**src/rtl/router_tbl_arbiter.sv**
```systemverilog
// Shares the single-port destination-IP table between the lookup engine and host register access.
// Statistics counters exist only when TBL_ARB_STATS_EN is defined; otherwise both ports read 0.
module router_tbl_arbiter #(
  parameter int C_S_AXI_DATA_WIDTH = 32,
  parameter int TBL_ADDR_WIDTH     = 5,
  parameter int STARVE_LIMIT       = 8
) (
  input  logic                          AXI_ACLK,
  input  logic                          AXI_RESETN,
  input  logic [C_S_AXI_DATA_WIDTH-1:0] reset,
  input  logic                          tbl_rd_req,
  input  logic                          tbl_wr_req,
  input  logic [TBL_ADDR_WIDTH-1:0]     tbl_rd_addr,
  input  logic [TBL_ADDR_WIDTH-1:0]     tbl_wr_addr,
  input  logic [C_S_AXI_DATA_WIDTH-1:0] tbl_wr_data,
  output logic [C_S_AXI_DATA_WIDTH-1:0] tbl_rd_data,
  output logic                          tbl_rd_ack,
  output logic                          tbl_wr_ack,
  input  logic                          lkp_req,
  input  logic [TBL_ADDR_WIDTH-1:0]     lkp_addr,
  output logic                          lkp_gnt,
  output logic [C_S_AXI_DATA_WIDTH-1:0] lkp_data,
  output logic                          lkp_valid,
  output logic                          mem_en,
  output logic                          mem_we,
  output logic [TBL_ADDR_WIDTH-1:0]     mem_addr,
  output logic [C_S_AXI_DATA_WIDTH-1:0] mem_wdata,
  input  logic [C_S_AXI_DATA_WIDTH-1:0] mem_rdata,
  output logic [C_S_AXI_DATA_WIDTH-1:0] lkp_stall_count,
  output logic [C_S_AXI_DATA_WIDTH-1:0] host_drop_count,
  output logic [1:0]                    o_dbg_s1
);

  localparam int DW = C_S_AXI_DATA_WIDTH;
  localparam int AW = TBL_ADDR_WIDTH;
  localparam logic [7:0]    LP_LIMIT = 8'(STARVE_LIMIT);
  localparam logic [DW-1:0] LP_ONE   = DW'(1);

  typedef enum logic [1:0] {OWN_NONE, OWN_LKP, OWN_HRD, OWN_HWR} owner_e;

  owner_e          r_s1;
  owner_e          w_win;
  logic            r_wr_pend;
  logic [AW-1:0]   r_wr_addr;
  logic [DW-1:0]   r_wr_data;
  logic            r_rd_pend;
  logic [AW-1:0]   r_rd_addr;
  logic [7:0]      r_starve_cnt;
  logic            w_host_pend;
  logic            w_force;
  logic            w_host_gnt;
  logic            w_wr_drop;
  logic            w_rd_drop;
  logic            w_soft_clr;

  // Lookup handshake: lkp_req is a level held with lkp_addr until a cycle in
  // which lkp_gnt is high; that cycle is the transfer and the result strobes
  // on lkp_valid two cycles later. lkp_gnt never depends on later cycles.
  always_comb begin
    w_host_pend = r_wr_pend | r_rd_pend;
    w_force     = w_host_pend && (r_starve_cnt == LP_LIMIT);
    w_win       = OWN_NONE;
    if (!AXI_RESETN)    w_win = OWN_NONE;
    else if (w_force)   w_win = r_wr_pend ? OWN_HWR : OWN_HRD;
    else if (lkp_req)   w_win = OWN_LKP;
    else if (r_wr_pend) w_win = OWN_HWR;
    else if (r_rd_pend) w_win = OWN_HRD;
    mem_en    = (w_win != OWN_NONE);
    mem_we    = (w_win == OWN_HWR);
    mem_addr  = '0;
    mem_wdata = '0;
    case (w_win)
      OWN_LKP: mem_addr = lkp_addr;
      OWN_HRD: mem_addr = r_rd_addr;
      OWN_HWR: begin
        mem_addr  = r_wr_addr;
        mem_wdata = r_wr_data;
      end
      default: ;
    endcase
  end

  assign lkp_gnt    = (w_win == OWN_LKP);
  assign w_host_gnt = (w_win == OWN_HWR) || (w_win == OWN_HRD);
  // A slot freed in the same cycle it is re-requested accepts the new pulse.
  assign w_wr_drop  = tbl_wr_req && r_wr_pend && (w_win != OWN_HWR);
  assign w_rd_drop  = tbl_rd_req && r_rd_pend && (w_win != OWN_HRD);
  assign w_soft_clr = (reset == LP_ONE);
  assign tbl_wr_ack = (r_s1 == OWN_HWR);
  assign o_dbg_s1   = r_s1;

  always_ff @(posedge AXI_ACLK) begin
    if (!AXI_RESETN) r_s1 <= OWN_NONE;
    else             r_s1 <= w_win;
  end

  always_ff @(posedge AXI_ACLK) begin
    if (!AXI_RESETN) begin
      r_wr_pend    <= 1'b0;
      r_wr_addr    <= '0;
      r_wr_data    <= '0;
      r_rd_pend    <= 1'b0;
      r_rd_addr    <= '0;
      r_starve_cnt <= '0;
      lkp_data     <= '0;
      lkp_valid    <= 1'b0;
      tbl_rd_data  <= '0;
      tbl_rd_ack   <= 1'b0;
    end else begin
      if (tbl_wr_req && !w_wr_drop) begin
        r_wr_pend <= 1'b1;
        r_wr_addr <= tbl_wr_addr;
        r_wr_data <= tbl_wr_data;
      end else if (w_win == OWN_HWR) begin
        r_wr_pend <= 1'b0;
      end
      if (tbl_rd_req && !w_rd_drop) begin
        r_rd_pend <= 1'b1;
        r_rd_addr <= tbl_rd_addr;
      end else if (w_win == OWN_HRD) begin
        r_rd_pend <= 1'b0;
      end
      if (w_host_gnt || !w_host_pend)
        r_starve_cnt <= '0;
      else if ((w_win == OWN_LKP) && (r_starve_cnt != LP_LIMIT))
        r_starve_cnt <= r_starve_cnt + 8'd1;
      // RAM read data is valid while s1 names its owner.
      lkp_valid  <= (r_s1 == OWN_LKP);
      tbl_rd_ack <= (r_s1 == OWN_HRD);
      if (r_s1 == OWN_LKP) lkp_data    <= mem_rdata;
      if (r_s1 == OWN_HRD) tbl_rd_data <= mem_rdata;
    end
  end

`ifdef TBL_ARB_STATS_EN
  logic [1:0] w_drop_inc;
  assign w_drop_inc = {1'b0, w_wr_drop} + {1'b0, w_rd_drop};

  always_ff @(posedge AXI_ACLK) begin
    if (!AXI_RESETN || w_soft_clr) begin
      lkp_stall_count <= '0;
      host_drop_count <= '0;
    end else begin
      if (lkp_req && !lkp_gnt)
        lkp_stall_count <= lkp_stall_count + LP_ONE;
      host_drop_count <= host_drop_count + {{(DW-2){1'b0}}, w_drop_inc};
    end
  end
`else
  logic w_stats_unused;
  assign w_stats_unused  = w_soft_clr;
  assign lkp_stall_count = '0;
  assign host_drop_count = '0;
`endif

endmodule

```
**config.mk**
```make
export PLATFORM = sky130hd
export DESIGN_NAME = router_tbl_arbiter
export DESIGN_NICKNAME = d
export VERILOG_FILES = /design/src/rtl/router_tbl_arbiter.sv
export SDC_FILE = /design/constraint.sdc
export NUM_CORES = 1
export LEC_CHECK = 0
export CAP_MARGIN = 5
export CORE_AREA = 2 2 115 117
export CTS_BUF_LIST = sky130_fd_sc_hd__clkbuf_8
export CTS_CLUSTER_DIAMETER = 40
export CTS_CLUSTER_SIZE = 12
export DETAILED_ROUTE_END_ITERATION = 10
export DIE_AREA = 0 0 117 119
export HOLD_SLACK_MARGIN = 0.06
export PLACE_DENSITY_LB_ADDON = 0.25
export SYNTH_ARGS = -nofsm -noshare
export SYNTH_HDL_FRONTEND = slang
export SYNTH_SLANG_ARGS = --single-unit
```
**constraint.sdc**
```tcl
create_clock -name AXI_ACLK -period 4.88 [get_ports AXI_ACLK]
set_input_delay 1.22 -clock AXI_ACLK [delete_from_list [all_inputs] [get_ports AXI_ACLK]]
set_output_delay 1.22 -clock AXI_ACLK [all_outputs]
set_load 0.02 [all_outputs]
```
==> impl_metrics.csv <==
group,metric,value,unit
floorplan,die-area,13900,µm²
synth,synth_area,5440,µm²
route,final_antenna_net_count,0,
worst_setup_path,cpMaxStageDelayCell,"clkdlybuf4s50_1",
power,p_total,2.41,mW
worst_setup_path,cp-startpoint,"lkp_req",
synth,synth_top_area_share,44.2,%
clock_tree,clk_path_buf_depth,2,
cells_and_area,finalNetCount,942,
global_routing,grt_util_met1,21.3,%
route,drcViolationCount,0,
clock_tree,cts_buffers,17,
worst_setup_path,rr_startpoint,"r_starve_cnt[0]$_SDFFE_PP0P_",
global_routing,grt_max_degree,78,
clock_tree,ctsHoldBuffers,0,
sta,final_hold_viol_count,0,
floorplan,die_w,117,µm
global_routing,grt_pass1_vias,4339,
clock_tree,clock-sinks,120,
synth,netlist_top_cells_area,"dfxtp_1 (44%), nand2_1 (15%), a21boi_1 (9.0%)",
sta,fin_crit_sh,89.7,%
worst_setup_path,cp-start-kind,"input pin",
route,vias_per_cell,4.54,
global_routing,grtUsageMet3,8.24,%
sta,tightest_slew,0.815,ns
cells_and_area,diodes,0,
cells_and_area,drive_gt1_share,5.73,%
synth,synth-xor-area-share,0.966,%
sta,max_slew_margin,45.7,%
synth,synth-main-ff-cell,"dfxtp_1",
global_routing,grt_use_total,18.5,%
worst_setup_path,crit_chain,"clkdlybuf4s50_1 > o21ai_1 > and3_1 > buf_4 > and2_1 > clkdlybuf4s50_1",
synth,ys_warn_count,0,
cells_and_area,fillers,1168,
power,leakagePower,3.08,nW
power,power_density,314,nW/µm²
worst_setup_path,path_max_fanout,33,
synth,muxShareOfSynthArea,8.65,%
worst_setup_path,endpoint_kind,"output pin",
worst_setup_path,criticalPathCategory,"input pin to output pin",
worst_setup_path,cp.depth,6,
synth,synthSimpleGateAreaFrac,21.9,%
global_routing,grt.busiest_layer,"met2",
clock_tree,postCtsSetupRepairBufs,0,
synth,synth_most_common_cell,"nand2_1",
route,wl,12900,µm
synth,syn_avg_cell_area,8.45,µm²
cells_and_area,multi_input_area,2600,µm²
clock_tree,cts-resized-gates,0,
global_routing,met2_usage,30.4,%
floorplan,boundaryPins,289,
sta,fin_crit,4.38,ns
route,vias,4594,
worst_setup_path,required,3.66,ns
synth,ys_ff_latch,120,
sta,hold_slack,0.451,ns
worst_setup_path,worstPathBufferInverterCount,3,
placement,portBuffers,192,
clock_tree,htreeDepth,4,
route,drt-pass1-iter-count,4,
worst_setup_path,crit_arrival,3.16,ns
global_routing,grt_antenna_before_repair,0,
min_path,hp-class,"flip-flop to flip-flop",
run_status,status,"finished, final reports clean",
clock_tree,cts.reportedPaths.clkPinSlew,0.07,ns
worst_setup_path,slowest_delay,0.62,ns
worst_setup_path,r2r-end,"r_wr_data[14]$_SDFFE_PN0P_",
route,drt-wirelength-per-cell,12.7,µm
sta,finalSetupViolations,0,
sta,fin_tns_setup,0,ns
synth,yosys-top-cells-count,"nand2_1 (216), dfxtp_1 (120), a21boi_1 (65)",
global_routing,grt_overflow,0,
clock_tree,clkLatencyLatePin,0.42,ns
synth,synthArstFlopShare,0,%
cells_and_area,final_util,59.6,%
sta,skew,0.00861,ns
clock_tree,cts_tree,"done",
route,drt-initial-drc-count,275,
worst_setup_path,crit_path_frequent_cell,"clkdlybuf4s50_1",
power,ir_drop,0.171,mV
sta,final-max-slew-violation-count,0,
placement,routabilityCongestion,0.777,
synth,synth_area_leader_cell,"dfxtp_1",
cells_and_area,syn2layout_area_growth,41.0,%
job,cap_violations,0,
cells_and_area,seq_area,2400,µm²
synth,synth-compound-area-share,11.3,%
floorplan,num_rows,42,
worst_setup_path,path_delay_family,"buffers and inverters",
synth,synth_top_family_by_area,"simple AND/OR/NAND/NOR gates",
floorplan,die_h,119,µm
clock_tree,root_buffer,"clkbuf_8",
placement,dpl.hpwl,9190,µm
synth,synth.lib_cells_used.distinct,33,
worst_setup_path,r2r_setup_slack,2.55,ns
global_routing,grt_pass1_wl,20400,µm
synth,postSynthCellCount,644,
synth,synth-edff-count,0,
floorplan,coreArea,12900,µm²
sta,fmax,228,MHz
worst_setup_path,cp-endpoint,"mem_wdata[16]",
sta,rsz0062_at_grt,"no",
synth,synth_fa_ha_area_share,0.460,%
worst_setup_path,r2r_cells,6,
floorplan,initial_core_util,42.2,%
synth,synth-seq-area-share,44.2,%
-- worst min path at each step --
stage / start / end / slack (ns) / cells after the start
finish: tbl_rd_data[31]$_SDFFE_PN0P_ / tbl_rd_data[31]$_SDFFE_PN0P_ / 0.45 / 2
global route: lkp_data[31]$_SDFFE_PN0P_ / lkp_data[31]$_SDFFE_PN0P_ / 0.47 / 2
global placement: r_wr_data[15]$_SDFFE_PN0P_ / r_wr_data[15]$_SDFFE_PN0P_ / 0.44 / 2
floorplan: r_wr_data[0]$_SDFFE_PN0P_ / r_wr_data[0]$_SDFFE_PN0P_ / 0.43 / 2
detailed placement: r_wr_data[11]$_SDFFE_PN0P_ / r_wr_data[11]$_SDFFE_PN0P_ / 0.44 / 2
CTS: lkp_data[5]$_SDFFE_PN0P_ / lkp_data[5]$_SDFFE_PN0P_ / 0.45 / 2
-- layout make-up --
class / instances / area share, %
well taps: 176 / 2.87
repair buffers: 202 / 26.0
flip-flops and latches: 120 / 31.3
multi-input cells: 477 / 33.9
clock buffers: 20 / 3.59
clock inverters: 12 / 2.04
inverters: 6 / 0.294
-- cells in the final DEF, fill, tap and decap left out, types with 4 or more instances in the layout --
master,synthesis,layout
buf_4,64,11
nor2_1,9,9
inv_1,4,7
mux2i_1,47,47
clkdlybuf4s50_1,0,191
dfxtp_1,120,120
nand2_1,216,216
clkinv_2,0,5
and2_1,35,35
clkbuf_8,0,20
a21boi_1,65,65
o2bb2ai_1,5,5
conb_1,1,64
bufinv_16,0,4
-- tightest hold or removal path: stages, from the launching register on --
cell	delay, ns
dfxtp_1	0.31
nand2_1	0.05
a21boi_1	0.05
-- layer usage --
metal	routed length (µm)	share of wire [%]
met3	1340	10
met5	0	0
met2	6160	48
met1	5230	41
met4	166	1.3
-- through the flow --
| step | cells | worst slack, ns | instance area [µm²] |
|---|---|---|---|
| after detailed placement | 981 | 0.491 | 7240 |
| after global placement | 981 | 0.528 | 7240 |
| after global routing | 1013 | 0.369 | 7670 |
| after CTS | 1013 | 0.483 | 7670 |
| final | 1013 | 0.502 | 7670 |
| after floorplan | 707 | 1.24 | 5680 |
-- sequential cells by signal (all words and copies together), names as in the netlist --
name / count
r_rd_addr: 5
r_starve_cnt: 8
lkp_data: 32
r_wr_data: 32
r_wr_pend: 1
tbl_rd_data: 32
o_dbg_s1: 2
r_wr_addr: 5
tbl_rd_ack: 1
lkp_valid: 1
r_rd_pend: 1
-- cell families (layout without fill, tap and decap cells) --
kind of cell,Yosys count,after routing
AO/OA/AOI/OAI,81,81
XOR/XNOR,6,6
adder cells (fa/ha/maj),2,2
buffers and inverters,110,240
flip-flops,120,120
multiplexers,47,47
other,1,64
AND/OR/NAND/NOR,277,277
-- where the power goes --
| group | total [mW] | switching, mW | internal [mW] |
|---|---|---|---|
| Sequential | 1.06 | 0.0257 | 1.03 |
| Combinational | 0.384 | 0.209 | 0.175 |
| Clock | 0.964 | 0.376 | 0.588 |
| Total | 2.41 | 0.611 | 1.79 |
No activity file was read; power rests on OpenSTA's default activity.
